[config.mk]
export PLATFORM = sky130hd
export DESIGN_NAME = hazard_scoreboard_flat
export DESIGN_NICKNAME = d
export VERILOG_FILES = /design/src/rtl/hazard_pkg.sv /design/src/rtl/hazard_scoreboard_if.sv /design/src/rtl/hazard_lane_check.sv /design/src/rtl/hazard_scoreboard.sv /design/src/flat_wrapper.sv
export SDC_FILE = /design/constraint.sdc
export NUM_CORES = 1
export LEC_CHECK = 0
export CAP_MARGIN = 40
export CORE_ASPECT_RATIO = 0.8
export CORE_MARGIN = 2
export CORE_UTILIZATION = 24
export CTS_BUF_LIST = sky130_fd_sc_hd__clkbuf_4
export CTS_CLUSTER_DIAMETER = 30
export DETAILED_ROUTE_END_ITERATION = 16
export GPL_TIMING_DRIVEN = 0
export PLACE_DENSITY = 0.46
export SETUP_SLACK_MARGIN = 0.5
export SLEW_MARGIN = 15
export SYNTH_ARGS = -nofsm -noshare
export SYNTH_HDL_FRONTEND = slang
export SYNTH_SLANG_ARGS = --single-unit
[constraint.sdc]
create_clock -name clock -period 4.4 [get_ports clock]
set_clock_uncertainty 0.1 [all_clocks]
set_input_delay 0.88 -clock clock [delete_from_list [all_inputs] [get_ports clock]]
set_output_delay 0.88 -clock clock [all_outputs]
set_load 0.03 [all_outputs]
[src/rtl/hazard_pkg.sv]
// Shared constants for the issue-hazard scoreboard: nominal unit latencies and the zero register.
package hazard_pkg;

    localparam int LAT_ALU  = 1;
    localparam int LAT_LOAD = 2;
    localparam int LAT_MUL  = 4;
    localparam int LAT_DIV  = 7;
    localparam int ZERO_REG = 0;

    // Counter value loaded at issue: result usable after lat cycles, lat 0 behaves like 1.
    function automatic int lat_to_cnt(input int lat);
        return (lat > 0) ? lat - 1 : 0;
    endfunction

endpackage

[src/rtl/hazard_scoreboard_if.sv]
// Decode-to-scoreboard bundle: per-lane instruction fields in, issue decision out.
interface hazard_scoreboard_if #(
    parameter int LANES = 2,
    parameter int AW    = 5,
    parameter int CW    = 3
);
    logic [LANES-1:0]    dec_valid;
    logic [LANES*AW-1:0] dec_rs1;
    logic [LANES*AW-1:0] dec_rs2;
    logic [LANES*AW-1:0] dec_rd;
    logic [LANES-1:0]    dec_wen;
    logic [LANES*CW-1:0] dec_lat;
    logic [LANES-1:0]    issue_mask;
    logic                stall;

    modport master (
        output dec_valid, dec_rs1, dec_rs2, dec_rd, dec_wen, dec_lat,
        input  issue_mask, stall
    );

    modport slave (
        input  dec_valid, dec_rs1, dec_rs2, dec_rd, dec_wen, dec_lat,
        output issue_mask, stall
    );
endinterface

[src/rtl/hazard_lane_check.sv]
// Combinational hazard test for one decode lane: scoreboard sources plus older in-bundle writers.
module hazard_lane_check
    import hazard_pkg::*;
#(
    parameter int LANES = 2,
    parameter int NREGS = 32,
    parameter int AW    = 5,
    parameter int LANE  = 0
) (
    input  logic [LANES-1:0]    valid_i,
    input  logic [LANES-1:0]    wen_i,
    input  logic [LANES*AW-1:0] rd_i,
    input  logic [AW-1:0]       rs1_i,
    input  logic [AW-1:0]       rs2_i,
    input  logic [NREGS-1:0]    busy_i,
    output logic                hazard_o
);
    logic          src_haz;
    logic          intra_haz;
    logic [AW-1:0] rd_l;

    always_comb begin
        // busy_i[0] is tied low, so reading r0 never registers as a hazard
        src_haz   = busy_i[rs1_i] | busy_i[rs2_i];
        intra_haz = 1'b0;
        rd_l      = '0;
        for (int i = 0; i < LANES; i++) begin
            rd_l = rd_i[i*AW +: AW];
            if (i < LANE && valid_i[i] && wen_i[i] && rd_l != AW'(ZERO_REG) &&
                (rd_l == rs1_i || rd_l == rs2_i)) begin
                intra_haz = 1'b1;
            end
        end
        hazard_o = valid_i[LANE] & (src_haz | intra_haz);
    end

endmodule

[src/rtl/hazard_scoreboard.sv]
// Multi-lane in-order issue hazard unit with per-register latency countdown.
// Optional HAZARD_STATS_EN adds stall_cycles / split_cycles performance counters.
module hazard_scoreboard
    import hazard_pkg::*;
#(
    parameter int LANES = 2,
    parameter int NREGS = 32,
    parameter int AW    = 5,
    parameter int CW    = 3
) (
    input  logic                clock,
    input  logic                reset,
    input  logic                flush,
    input  logic                hold,
    hazard_scoreboard_if.slave  dec,
    output logic                sb_busy
`ifdef HAZARD_STATS_EN
    ,
    output logic [31:0]         stall_cycles,
    output logic [31:0]         split_cycles
`endif
);
    logic [NREGS-1:0] busy_vec;
    logic [NREGS-1:0] nz_next;
    logic [LANES-1:0] hazard;
    logic [LANES-1:0] blocked;
    logic [LANES-1:0] issue;
    logic             squash;
    logic             stall;
    logic             sb_busy_q;

    assign busy_vec[0] = 1'b0;
    assign nz_next[0]  = 1'b0;
    assign squash      = reset | flush;

    for (genvar gi = 0; gi < LANES; gi++) begin : g_lane
        hazard_lane_check #(
            .LANES (LANES),
            .NREGS (NREGS),
            .AW    (AW),
            .LANE  (gi)
        ) u_chk (
            .valid_i  (dec.dec_valid),
            .wen_i    (dec.dec_wen),
            .rd_i     (dec.dec_rd),
            .rs1_i    (dec.dec_rs1[gi*AW +: AW]),
            .rs2_i    (dec.dec_rs2[gi*AW +: AW]),
            .busy_i   (busy_vec),
            .hazard_o (hazard[gi])
        );

        // Once a lane blocks, every younger lane is blocked too (in-order prefix)
        if (gi == 0) begin : g_first
            assign blocked[gi] = hold | hazard[gi];
        end else begin : g_rest
            assign blocked[gi] = blocked[gi-1] | hazard[gi];
        end
    end

    assign issue          = squash ? '0 : (dec.dec_valid & ~blocked);
    assign stall          = ~squash & (|(dec.dec_valid & blocked));
    assign dec.issue_mask = issue;
    assign dec.stall      = stall;

    for (genvar gi = 1; gi < NREGS; gi++) begin : g_reg
        logic [CW-1:0] cnt_q;
        logic [CW-1:0] cnt_d;

        always_comb begin
            cnt_d = (cnt_q != '0) ? cnt_q - CW'(1) : '0;
            // Ascending lane order lets the youngest issuing writer win
            for (int l = 0; l < LANES; l++) begin
                if (issue[l] && dec.dec_wen[l] && dec.dec_rd[l*AW +: AW] == AW'(gi)) begin
                    cnt_d = CW'(lat_to_cnt(int'(dec.dec_lat[l*CW +: CW])));
                end
            end
            if (hold) begin
                cnt_d = cnt_q;
            end
            if (flush) begin
                cnt_d = '0;
            end
        end

        always_ff @(posedge clock) begin
            if (reset) begin
                cnt_q <= '0;
            end else begin
                cnt_q <= cnt_d;
            end
        end

        assign busy_vec[gi] = |cnt_q;
        assign nz_next[gi]  = |cnt_d;
    end

    always_ff @(posedge clock) begin
        if (reset) begin
            sb_busy_q <= 1'b0;
        end else begin
            sb_busy_q <= |nz_next;
        end
    end

    assign sb_busy = sb_busy_q;

`ifdef HAZARD_STATS_EN
    logic [31:0] stall_cycles_q;
    logic [31:0] split_cycles_q;

    // Flush deliberately leaves these running totals intact
    always_ff @(posedge clock) begin
        if (reset) begin
            stall_cycles_q <= '0;
            split_cycles_q <= '0;
        end else if (stall) begin
            if (issue == '0) begin
                stall_cycles_q <= stall_cycles_q + 32'd1;
            end else begin
                split_cycles_q <= split_cycles_q + 32'd1;
            end
        end
    end

    assign stall_cycles = stall_cycles_q;
    assign split_cycles = split_cycles_q;
`endif

endmodule
[src/flat_wrapper.sv]
// flat-port wrapper written by rule: the top's interface ports become plain ports
module hazard_scoreboard_flat import hazard_pkg::*;
#(
    parameter int LANES = 2,
    parameter int NREGS = 32,
    parameter int AW    = 5,
    parameter int CW    = 3
)
  (clock, reset, flush, hold, sb_busy, dec_dec_valid, dec_dec_rs1, dec_dec_rs2, dec_dec_rd, dec_dec_wen, dec_dec_lat, dec_issue_mask, dec_stall);
  hazard_scoreboard_if #(.LANES(LANES), .AW(AW), .CW(CW)) dec_i ();
  input  logic clock;
  input  logic reset;
  input  logic flush;
  input  logic hold;
  output logic sb_busy;
  input wire logic [$bits(dec_i.dec_valid)-1:0] dec_dec_valid;
  input wire logic [$bits(dec_i.dec_rs1)-1:0] dec_dec_rs1;
  input wire logic [$bits(dec_i.dec_rs2)-1:0] dec_dec_rs2;
  input wire logic [$bits(dec_i.dec_rd)-1:0] dec_dec_rd;
  input wire logic [$bits(dec_i.dec_wen)-1:0] dec_dec_wen;
  input wire logic [$bits(dec_i.dec_lat)-1:0] dec_dec_lat;
  output wire logic [$bits(dec_i.issue_mask)-1:0] dec_issue_mask;
  output wire logic [$bits(dec_i.stall)-1:0] dec_stall;
  assign dec_i.dec_valid = dec_dec_valid;
  assign dec_i.dec_rs1 = dec_dec_rs1;
  assign dec_i.dec_rs2 = dec_dec_rs2;
  assign dec_i.dec_rd = dec_dec_rd;
  assign dec_i.dec_wen = dec_dec_wen;
  assign dec_i.dec_lat = dec_dec_lat;
  assign dec_issue_mask = dec_i.issue_mask;
  assign dec_stall = dec_i.stall;
  hazard_scoreboard #(.LANES(LANES), .NREGS(NREGS), .AW(AW), .CW(CW)) u_core (.clock(clock), .reset(reset), .flush(flush), .hold(hold), .dec(dec_i), .sb_busy(sb_busy));
endmodule
==> impl_metrics.yaml <==
outcome:
  status: "finished with violations"
  violations: "setup timing"
placement:
  port_buffers: 35
  place_congestion: 1.07
  detailed_place.area_sq_um: 11300
  pre_cts_ws_ns: -3.68
  hpwlAfterDp_mm: 55.9
finish:
  final_nets: 1659
  finalInstanceArea_sq_um: 14500
  syn2layout_area_growth_pct: 47.5
  drive_above_1_share_pct: 33.7
  final_util_pct: 35.7
sta:
  fmax_mhz: 208
  timing.final.ws_setup_ns: -0.402
  fin_crit_sh_pct: 109
  slew_viol_final: 0
  rsz0062_at_grt: "true"
  relSlewSlack_pct: 26.4
  timing.hold.ws_ns: 0.397
  setup-violations-final: 5
  fin_crit_ns: 4.80
  finalHoldViolCount: 0
  worst_pin_slew_ns: 1.10
  fin_tns_setup_ns: -1.20
cts:
  numCtsBuffers: 9
  htreeDepth: 3
  postCtsHoldBufs: 0
  clk_pin_slew_worst_paths_ns: 0.17
  cts.path.max_buffers: 2
  clkLatencyLatePin_ns: 0.55
  cts_tree: "built"
  clockRootBuffer: "clkbuf_4"
  cts.sinks: 94
setup_path:
  slowest_stage: "nor3_1"
  path_cells: "clkdlybuf4s50_1 > inv_1 > clkbuf_1 > nand3_1 > nor3_1 > o21ai_0 > o21ai_0 > a21oi_1 > a21oi_2 > nand4_1 > or4_4 > nor4_4 > a41oi_2"
  worstSetupPathType: "in -> reg"
  critPathCapture: "u_core.sb_busy"
  cp-end-kind: "flip-flop"
  r2r-end: "u_core.sb_busy"
  path_common_cell: "o21ai_0"
  rrSetupSlack_ns: -0.38
  critical_path_required_ns: 4.73
  r2r_start: "u_core.g_reg[24].cnt_q[2]"
  ff2ff_path_depth: 15
  worstPathArrival_ns: 5.13
  crit_fanout: 10
  crit_start: "hold"
  cpPeakStageDelay_ns: 0.71
  critPathLaunchType: "input port"
synth:
  synthesis.nets: 1452
  ys.warnings.count: 0
  synth-async-reset-ratio_pct: 0
  synth.area.top_cells: "dfxtp_1 19%, mux2i_1 6.2%, nor2_1 6.2%"
  synth_top_area_share_pct: 19.2
  synth_enable_flop_cells: 0
  synth.largest_area_cell: "dfxtp_1"
  yosys_register_bits: 94
  synth.distinct_cells: 79
  seq_area_frac_synth_pct: 19.2
  synth_area_sq_um: 9820
  synth-main-ff-cell: "dfxtp_1"
  postSynthAreaPerCell_sq_um: 7.00
  syn-instance-count: 1404
floorplanning:
  die_h_microns: 185
  std_cell_rows: 66
  floorplan.initialDensity_pct: 24.2
  core_sq_um: 40500
  fp.dieArea_sq_um: 42600
  fp.dieW_microns: 230
  ios: 48
global_route:
  grt_util_met3_pct: 12.7
  grt.busiest_layer: "met2"
  grt_use_total_pct: 33.2
  grt_pass1_vias: 12500
  antenna_found_initial: 4
  grt_max_degree: 15
  grt_pass1_wl_mm: 99.0
  gr-total-overflow: 0
  grt_util_met1_pct: 45.1
  use_met2_pct: 45.9
route:
  num_vias: 14200
  ant_nets: 0
  wl_per_cell_microns: 33.9
  drt_iter0_drc: 2151
  drtPass1Iterations: 6
  wirelength_mm: 73.4
  drcViolationCount: 0
  vias_per_cell: 6.55
job:
  cap_violations: 0
power:
  p_leak_nw: 5.14
  powerDensity_nw_per_um2: 161
  max-vdd-ir-drop_mv: 0.0934
hold_path:
  hold_class: "reg -> reg"
## sequential cells by signal (all words and copies together) (netlist names)
signal          flops
u_core.g.cnt_q     93
u_core.sb_busy      1
## layout by cell type, fill, tap and decap left out, types with 12 or more instances in the layout
master           count
nor4_1              24
clkdlybuf4s50_1     23
nor2b_1             19
buf_12              15
a21oi_1             70
dfxtp_4             12
nand2b_1            16
o21ai_0             70
buf_2               19
nor3_1              46
mux4_2              14
nor2_1             152
a31oi_1             23
clkbuf_1            51
buf_4              107
dfxtp_2             26
buf_6               34
nand4_1             41
clkbuf_4            16
and2_1              18
inv_1               31
dfxtp_1             56
o211ai_1            28
or3_1               21
nor4_4              21
nor3_4              24
mux2_2              23
nand2_1            113
nor3b_1             21
nand3_1             35
nor3_2              16
nor4_2              15
mux2i_1             52
clkbuf_2            24
## how the worst min path moves through the flow
stage,slack (ns),cells past startpoint,start,to
3_5_place_dp,0.41,2,u_core.g_reg[28].cnt_q[0],u_core.g_reg[28].cnt_q[0]
6_report,0.40,2,u_core.g_reg[28].cnt_q[0],u_core.g_reg[28].cnt_q[0]
3_3_place_gp,0.39,2,u_core.g_reg[28].cnt_q[0],u_core.g_reg[28].cnt_q[0]
4_1_cts,0.43,2,u_core.g_reg[28].cnt_q[0],u_core.g_reg[28].cnt_q[0]
5_1_grt,0.44,2,u_core.g_reg[28].cnt_q[0],u_core.g_reg[28].cnt_q[0]
2_1_floorplan,0.37,2,u_core.g_reg[30].cnt_q[2],u_core.g_reg[30].cnt_q[2]
## layer usage
layer,vias up,wire [microns]
met1,6900,29500
met4,4,4860
met2,1210,27800
met5,-,22
met3,277,11200
li1,5775,-
## critical path: cells and delay by family
| family | cells | cell delay, ns |
|---|---|---|
| simple gates | 5 | 1.97 |
| buf+inv | 3 | 1.10 |
| compound gates | 5 | 1.17 |
## through the flow
step | std cells | power [mW]
after floorplan | 1404 | 1.22
after global placement | 1983 | 1.56
after detailed placement | 2018 | 1.57
after CTS | 2111 | 2.17
after global routing | 2161 | 2.35
final | 2164 | 2.33
## report_power, final
part           switching [mW]  internal, mW
registers              0.0133         0.851
logic                   0.654         0.332
clock network           0.360         0.115
## cell type report
| cell class | instances | area [sq um] |
|---|---|---|
| diodes | 4 | 10.0 |
| plain buffers | 118 | 835 |
| clock buffers | 10 | 75.1 |
| clock inverters | 6 | 28.8 |
| fillers | 4304 | 26100 |
| inverters | 34 | 130 |
| multi-input cells | 1158 | 8910 |
| flip-flops and latches | 94 | 1960 |
| well taps | 544 | 681 |
| repair buffers | 196 | 1850 |
## kinds of logic after synthesis
family / count (synthesis) / share of synthesized area [%]
xor gates and xnor gates: 10 / 0.892
adders and majority gates: 4 / 0.510
muxes: 98 / 12.1
buffers and inverters: 152 / 6.05
AOI/OAI and AO/OA: 349 / 23.9
DFF: 94 / 19.2
and+or+nand+nor: 697 / 37.4
## synth_stat cells, types with 16 or more instances
library cell / instances
nor3b_1: 23
nor4_1: 58
or3_1: 31
nor2_1: 162
dfxtp_1: 94
and2_1: 18
o21ai_0: 77
a21oi_1: 77
nor4b_1: 17
a31oi_1: 24
nand4_1: 41
nand3_1: 46
nor2b_1: 22
clkbuf_1: 99
mux2_2: 23
nor3_1: 83
o211ai_1: 28
inv_1: 33
mux2i_1: 61
nand2b_1: 16
nand2_1: 116
## timing repair
| action | 4_1_cts | 5_1_grt |
|---|---|---|
| hold endpoints to repair | 0 | 0 |
| cloned | 2 | 3 |
| pin swaps | 53 | 43 |
| endpoints found under the setup margin | 97 | 77 |
| gates resized for setup | 337 | 184 |
| setup buffers | 75 | 43 |
Power figures use the tool's default switching activity.
